===== config.mk =====
export PLATFORM = sky130hd
export DESIGN_NAME = jbi_pktin_ctlr
export DESIGN_NICKNAME = d
export VERILOG_FILES = /design/src/rtl/jbi_pktin_ctlr.sv
export SDC_FILE = /design/constraint.sdc
export NUM_CORES = 1
export LEC_CHECK = 0
export BUFFER_PORTS_ARGS = -buffer_cell sky130_fd_sc_hd__buf_4
export CORE_UTILIZATION = 47
export DETAILED_ROUTE_END_ITERATION = 8
export PLACE_DENSITY = 0.81
export RECOVER_POWER = 50
export SKIP_LAST_GASP = 1
export SYNTH_ARGS = -nofsm -noshare
export SYNTH_HDL_FRONTEND = slang
export SYNTH_SLANG_ARGS = --single-unit

===== constraint.sdc =====
create_clock -name clk -period 5.1 [get_ports clk]
set_input_delay 0.765 -clock clk [delete_from_list [all_inputs] [get_ports clk]]
set_output_delay 0.765 -clock clk [all_outputs]
set_load 0.05 [all_outputs]

===== src/rtl/jbi_pktin_ctlr.sv =====
// JBus inbound packet controller: checks and frames J_AD cycles into sop/eop beat writes.
// Optional parity checking is enabled by defining JBI_PKTIN_PARITY_CHK_EN.
module jbi_pktin_ctlr (
  input  logic         clk,
  input  logic         rst,
  input  logic         in_vld,
  input  logic [7:0]   in_adtype,
  input  logic [127:0] in_ad,
  input  logic [3:0]   in_adp,
  input  logic         inq_full,
  output logic         wr_en,
  output logic         wr_sop,
  output logic         wr_eop,
  output logic [3:0]   wr_type,
  output logic [127:0] wr_data,
  output logic         wr_perr,
  output logic         wr_abort,
  output logic         err_proto,
  output logic         err_parity,
  output logic         err_ovf
);

  // SKIP swallows the data cycles that follow an unknown-type header.
  typedef enum logic [1:0] {IDLE = 2'd0, DATA = 2'd1, SKIP = 2'd2} state_t;

  state_t     state;
  logic [1:0] beats_left;
  logic       drop;

  logic       is_hdr;
  logic       is_dat;
  logic       type_ok;
  logic [2:0] nb;
  logic       nb_zero;
  logic       perr;

  // {legal, data beat count} for each transaction type
  function automatic logic [3:0] type_info(input logic [3:0] t);
    case (t)
      4'h1, 4'h4, 4'h5: return {1'b1, 3'd0};
      4'h2, 4'h6:       return {1'b1, 3'd1};
      4'h3, 4'h7:       return {1'b1, 3'd4};
      default:          return 4'b0000;
    endcase
  endfunction

  assign is_hdr          = (in_adtype[7:6] == 2'b10);
  assign is_dat          = (in_adtype[7:6] == 2'b01);
  assign {type_ok, nb}   = type_info(in_adtype[3:0]);
  assign nb_zero         = (nb == 3'd0);

`ifdef JBI_PKTIN_PARITY_CHK_EN
  // Each lane carries odd parity; an even total over lane plus parity bit is an error.
  function automatic logic lane_err(input logic [127:0] d, input logic [3:0] p);
    logic e;
    e = 1'b0;
    for (int i = 0; i < 4; i++) e = e | ~(^{d[32*i +: 32], p[i]});
    return e;
  endfunction

  assign perr = lane_err(in_ad, in_adp);

  logic unused_bits;
  assign unused_bits = ^in_adtype[5:4];
`else
  assign perr = 1'b0;

  logic unused_bits;
  assign unused_bits = ^{in_adp, in_adtype[5:4]};
`endif

  always_ff @(posedge clk or posedge rst) begin
    if (rst) begin
      state      <= IDLE;
      beats_left <= 2'd0;
      drop       <= 1'b0;
      wr_en      <= 1'b0;
      wr_sop     <= 1'b0;
      wr_eop     <= 1'b0;
      wr_type    <= 4'd0;
      wr_data    <= '0;
      wr_perr    <= 1'b0;
      wr_abort   <= 1'b0;
      err_proto  <= 1'b0;
      err_parity <= 1'b0;
      err_ovf    <= 1'b0;
    end else begin
      wr_en      <= 1'b0;
      wr_sop     <= 1'b0;
      wr_eop     <= 1'b0;
      wr_perr    <= 1'b0;
      wr_abort   <= 1'b0;
      err_proto  <= 1'b0;
      err_parity <= 1'b0;
      err_ovf    <= 1'b0;
      if (in_vld && is_hdr) begin
        // A header inside an open packet voids it; the new header is still taken this cycle.
        if (state == DATA) begin
          err_proto <= 1'b1;
          wr_abort  <= ~drop;
        end
        if (!type_ok) begin
          err_proto  <= 1'b1;
          state      <= SKIP;
          drop       <= 1'b0;
          beats_left <= 2'd0;
        end else begin
          err_parity <= perr;
          beats_left <= nb_zero ? 2'd0 : 2'(nb - 3'd1);
          state      <= nb_zero ? IDLE : DATA;
          drop       <= inq_full & ~nb_zero;
          if (inq_full) begin
            err_ovf <= 1'b1;
          end else begin
            wr_en   <= 1'b1;
            wr_sop  <= 1'b1;
            wr_eop  <= nb_zero;
            wr_type <= in_adtype[3:0];
            wr_data <= in_ad;
            wr_perr <= perr;
          end
        end
      end else if (in_vld && is_dat) begin
        if (state == DATA) begin
          err_parity <= perr;
          if (!drop) begin
            wr_en   <= 1'b1;
            wr_eop  <= (beats_left == 2'd0);
            wr_data <= in_ad;
            wr_perr <= perr;
          end
          if (beats_left == 2'd0) begin
            state <= IDLE;
            drop  <= 1'b0;
          end else begin
            beats_left <= beats_left - 2'd1;
          end
        end else if (state == IDLE) begin
          err_proto <= 1'b1;
        end
      end else if (in_vld || state == DATA) begin
        // Illegal cycle type, or a gap between data beats.
        err_proto <= 1'b1;
        if (state == DATA) begin
          wr_abort   <= ~drop;
          state      <= IDLE;
          drop       <= 1'b0;
          beats_left <= 2'd0;
        end
      end
    end
  end

endmodule

==> results.sh <==
export IMPL_seq_area_sq_um=3578
export IMPL_place_inst=762
export IMPL_cts_hold_buf=0
export IMPL_synth_mux_area_share_pct=31.28
export IMPL_path_max_fanout=51
export IMPL_combPwrFrac_pct=45.2
export IMPL_power_internal_uw=3279
export IMPL_max_cap_violations=1
export IMPL_worst_skew_pair_late_latency_ns=0.42
export IMPL_dpl_hpwl_microns=10330
export IMPL_cts_tree="built"
export IMPL_synth_flop_cell="dfrtp_1"
export IMPL_p_leak_uw=0.003986
export IMPL_final_nets=758
export IMPL_async_flop_share_pct=100.0
export IMPL_num_vias=3893
export IMPL_syn_inst=331
export IMPL_final_setup_skew_ns=0.008317
export IMPL_core_area_sq_um=12210
export IMPL_vias_per_cell=4.903
export IMPL_rsz0062_at_grt="no"
export IMPL_cts_buffers=17
export IMPL_synthXorXnorAreaFrac_pct=0
export IMPL_synthDistinctLibCells=30
export IMPL_power_uw=5850
export IMPL_netlist_area_sq_um=5981
export IMPL_grt_pass1_vias=4177
export IMPL_tightest_slew_ns=2.162
export IMPL_routed_wl_microns=15130
export IMPL_rows=40
export IMPL_status="complete, but fails checks"
export IMPL_multiInputGateArea_sq_um=2090
export IMPL_first_pass_iters=4
export IMPL_synth_compound_area_share_pct=1.485
export IMPL_drc_errors=0
export IMPL_syn_to_final_growth_pct=39.02
export IMPL_fin_setup_tns_ns=0
export IMPL_switching_share_pct=43.95
export IMPL_setup_slack_ns=1.549
export IMPL_grt_overflow_total=0
export IMPL_cts_resized=0
export IMPL_htreeDepth=4
export IMPL_worst_setup_path_start_kind="input pin"
export IMPL_cts_sinks=143
export IMPL_die_area_sq_um=13180
export IMPL_routedWlPerCell_microns=19.06
export IMPL_die_x_microns=114.8
export IMPL_drive_above_1_share_pct=55.11
export IMPL_synth_simple_area_share_pct=2.385
export IMPL_synthAdderAreaFrac_pct=0.2092
export IMPL_n_antenna_cell=0
export IMPL_fin_crit_sh_pct=69.63
export IMPL_ys_warn_count=0
export IMPL_port_buffer_count=275
export IMPL_peakVddDrop_mv=0.3925
export IMPL_relSlewSlack_pct=-44.42
export IMPL_final_hold_violation_count=0
export IMPL_antenna_found_initial=0
export IMPL_synth_top_family_by_area="multiplexers"
export IMPL_synth_edf_count=0
export IMPL_slowest_delay_ns=0.83
export IMPL_crit_path_top_delay_cell="nor4_1"
export IMPL_power_density_nw_per_um2=703.6
export IMPL_drtIter0Drc=158
export IMPL_finish_utilization_pct=68.08
export IMPL_num_io_pins=284
export IMPL_grt_util_all_layers_pct=23.26
export IMPL_violations="max-capacitance violations, max-slew violations"
export IMPL_clkTransAtPathRegs_ns=0.06
export IMPL_drv_slew=106
export IMPL_place_gp_congestion=0.7672
export IMPL_power_frac_seq_pct=30.6
export IMPL_path_cells="clkbuf_1 > nand3b_1 > nor4_1 > or2_4 > buf_4 > mux2_4"
export IMPL_min_delay_path_class="flop to flop"
export IMPL_grt_pass1_wl_microns=22610
export IMPL_pwr_share_clk_pct=24.3
export IMPL_end_kind="flop"
export IMPL_pre_cts_slack_ns=1.782
export IMPL_criticalPathCategory="input pin to flop"
export IMPL_postRouteAntennaNets=0
export IMPL_avgSynthCellArea_sq_um=18.07
export IMPL_cp_required_ns=5.40
export IMPL_arrival_ns=3.85
export IMPL_die_y_microns=114.8
export IMPL_switchingPower_uw=2571
export IMPL_fin_cells=794
export IMPL_clockBufferDepth=2
export IMPL_fillCellCount=955
export IMPL_seq_area_frac_synth_pct=59.83
export IMPL_grt_max_degree=106
export IMPL_clockRootBuffer="clkbuf_16"
export IMPL_ys_ff_latch=143
export IMPL_setup_viol=0
export IMPL_start_util_pct=48.98
export IMPL_postCtsSetupRepairBufs=0
export IMPL_period_minus_slack_ns=3.551
export IMPL_max_freq_ghz=0.2816
final cells by class:
type | count | area share, %
Inverter | 5 | 0.2709
Multi-Input combinational cell | 168 | 25.13
Sequential cell | 143 | 43.04
Tap cell | 168 | 2.528
Timing Repair Buffer | 278 | 20.87
Clock inverter | 12 | 2.784
Clock buffer | 20 | 5.372
power groups by stage:
stage / registers, uW / logic, uW / clock network, uW
3_3_place_gp: 1760 / 2850 / 0
6_report: 1790 / 2640 / 1420
2_1_floorplan: 3170 / 592 / 0
4_1_cts: 1790 / 2900 / 1440
3_5_place_dp: 1790 / 2880 / 0
5_1_grt: 1830 / 2730 / 1490
per-layer routing:
layer  GRT usage (%)  vias up  routed length (microns)
met1           24.98     1948                     5553
met5               0        -                        0
met3           9.172       25                     1332
met2           40.93      190                     7942
li1                -     1730                        -
met4           9.697        0                      304
metrics by stage:
| step | hold slack (ns) | area [sq um] |
|---|---|---|
| 6_report | 0.4805 | 8314 |
| 5_1_grt | 0.5035 | 8314 |
| 4_1_cts | 0.4904 | 8712 |
| 3_5_place_dp | 0.4656 | 8034 |
| 3_3_place_gp | 0.4790 | 8034 |
| 2_1_floorplan | 0.4338 | 5984 |
synthesized netlist by cell type (2+ instances only):
cell type / instances / area [sq um]
buf_4: 3 / 22.52
nor3_1: 2 / 10.01
mux2_2: 31 / 349.1
nand2_1: 4 / 15.01
nor2_1: 4 / 15.01
a22o_1: 3 / 26.28
mux2i_1: 2 / 20.02
mux2_4: 100 / 1501
nor3b_1: 2 / 15.01
a21oi_1: 2 / 10.01
dfrtp_1: 143 / 3578
inv_1: 5 / 18.77
buf_6: 2 / 22.52
buf_12: 11 / 220.2
a21o_1: 2 / 15.01
critical path, delay by kind of cell:
kind / cells / cell delay (ns)
buf+inv: 2 / 0.78
simple gates: 3 / 1.88
mux: 1 / 0.36
placed cells by master, fill, tap and decap left out, types with 3 or more instances in the layout:
cell,Yosys,final
clkinv_4,0,3
bufinv_16,0,6
mux2_2,31,30
nand2_1,4,4
mux2_4,100,100
clkbuf_1,0,99
buf_4,3,180
nor2_1,4,4
nor3_1,2,3
dfrtp_1,143,143
a22o_1,3,3
clkbuf_16,0,17
inv_1,5,4
worst paths after layout:
kind	start	cells past startpoint	end	slack, ns
max reg2reg	state[1]	5	wr_data[23]	2.35
max	in_adtype[6]	6	wr_data[23]	1.55
max in group asynchronous	rst	3	wr_data[87]	2.69
min reg2reg	drop	1	wr_abort	0.48
min	drop	1	wr_abort	0.48
min in group asynchronous	rst	2	wr_data[124]	0.99
flip-flops by register name, indices dropped and copies added, names as in the netlist:
signal      cells
wr_data       128
wr_type         4
beats_left      2
state           2
drop            1
err_ovf         1
err_proto       1
wr_abort        1
wr_en           1
wr_eop          1
wr_sop          1
cell families (layout without fill, tap and decap cells):
logic type,after synthesis,in the layout
DFF,143,143
and+or+nand+nor,20,20
buffers and inverters,21,315
other,1,2
AOI/OAI and AO/OA,12,12
muxes,133,133
adders and majority gates,1,1
Note: power is estimated with default switching activity, not from simulation.
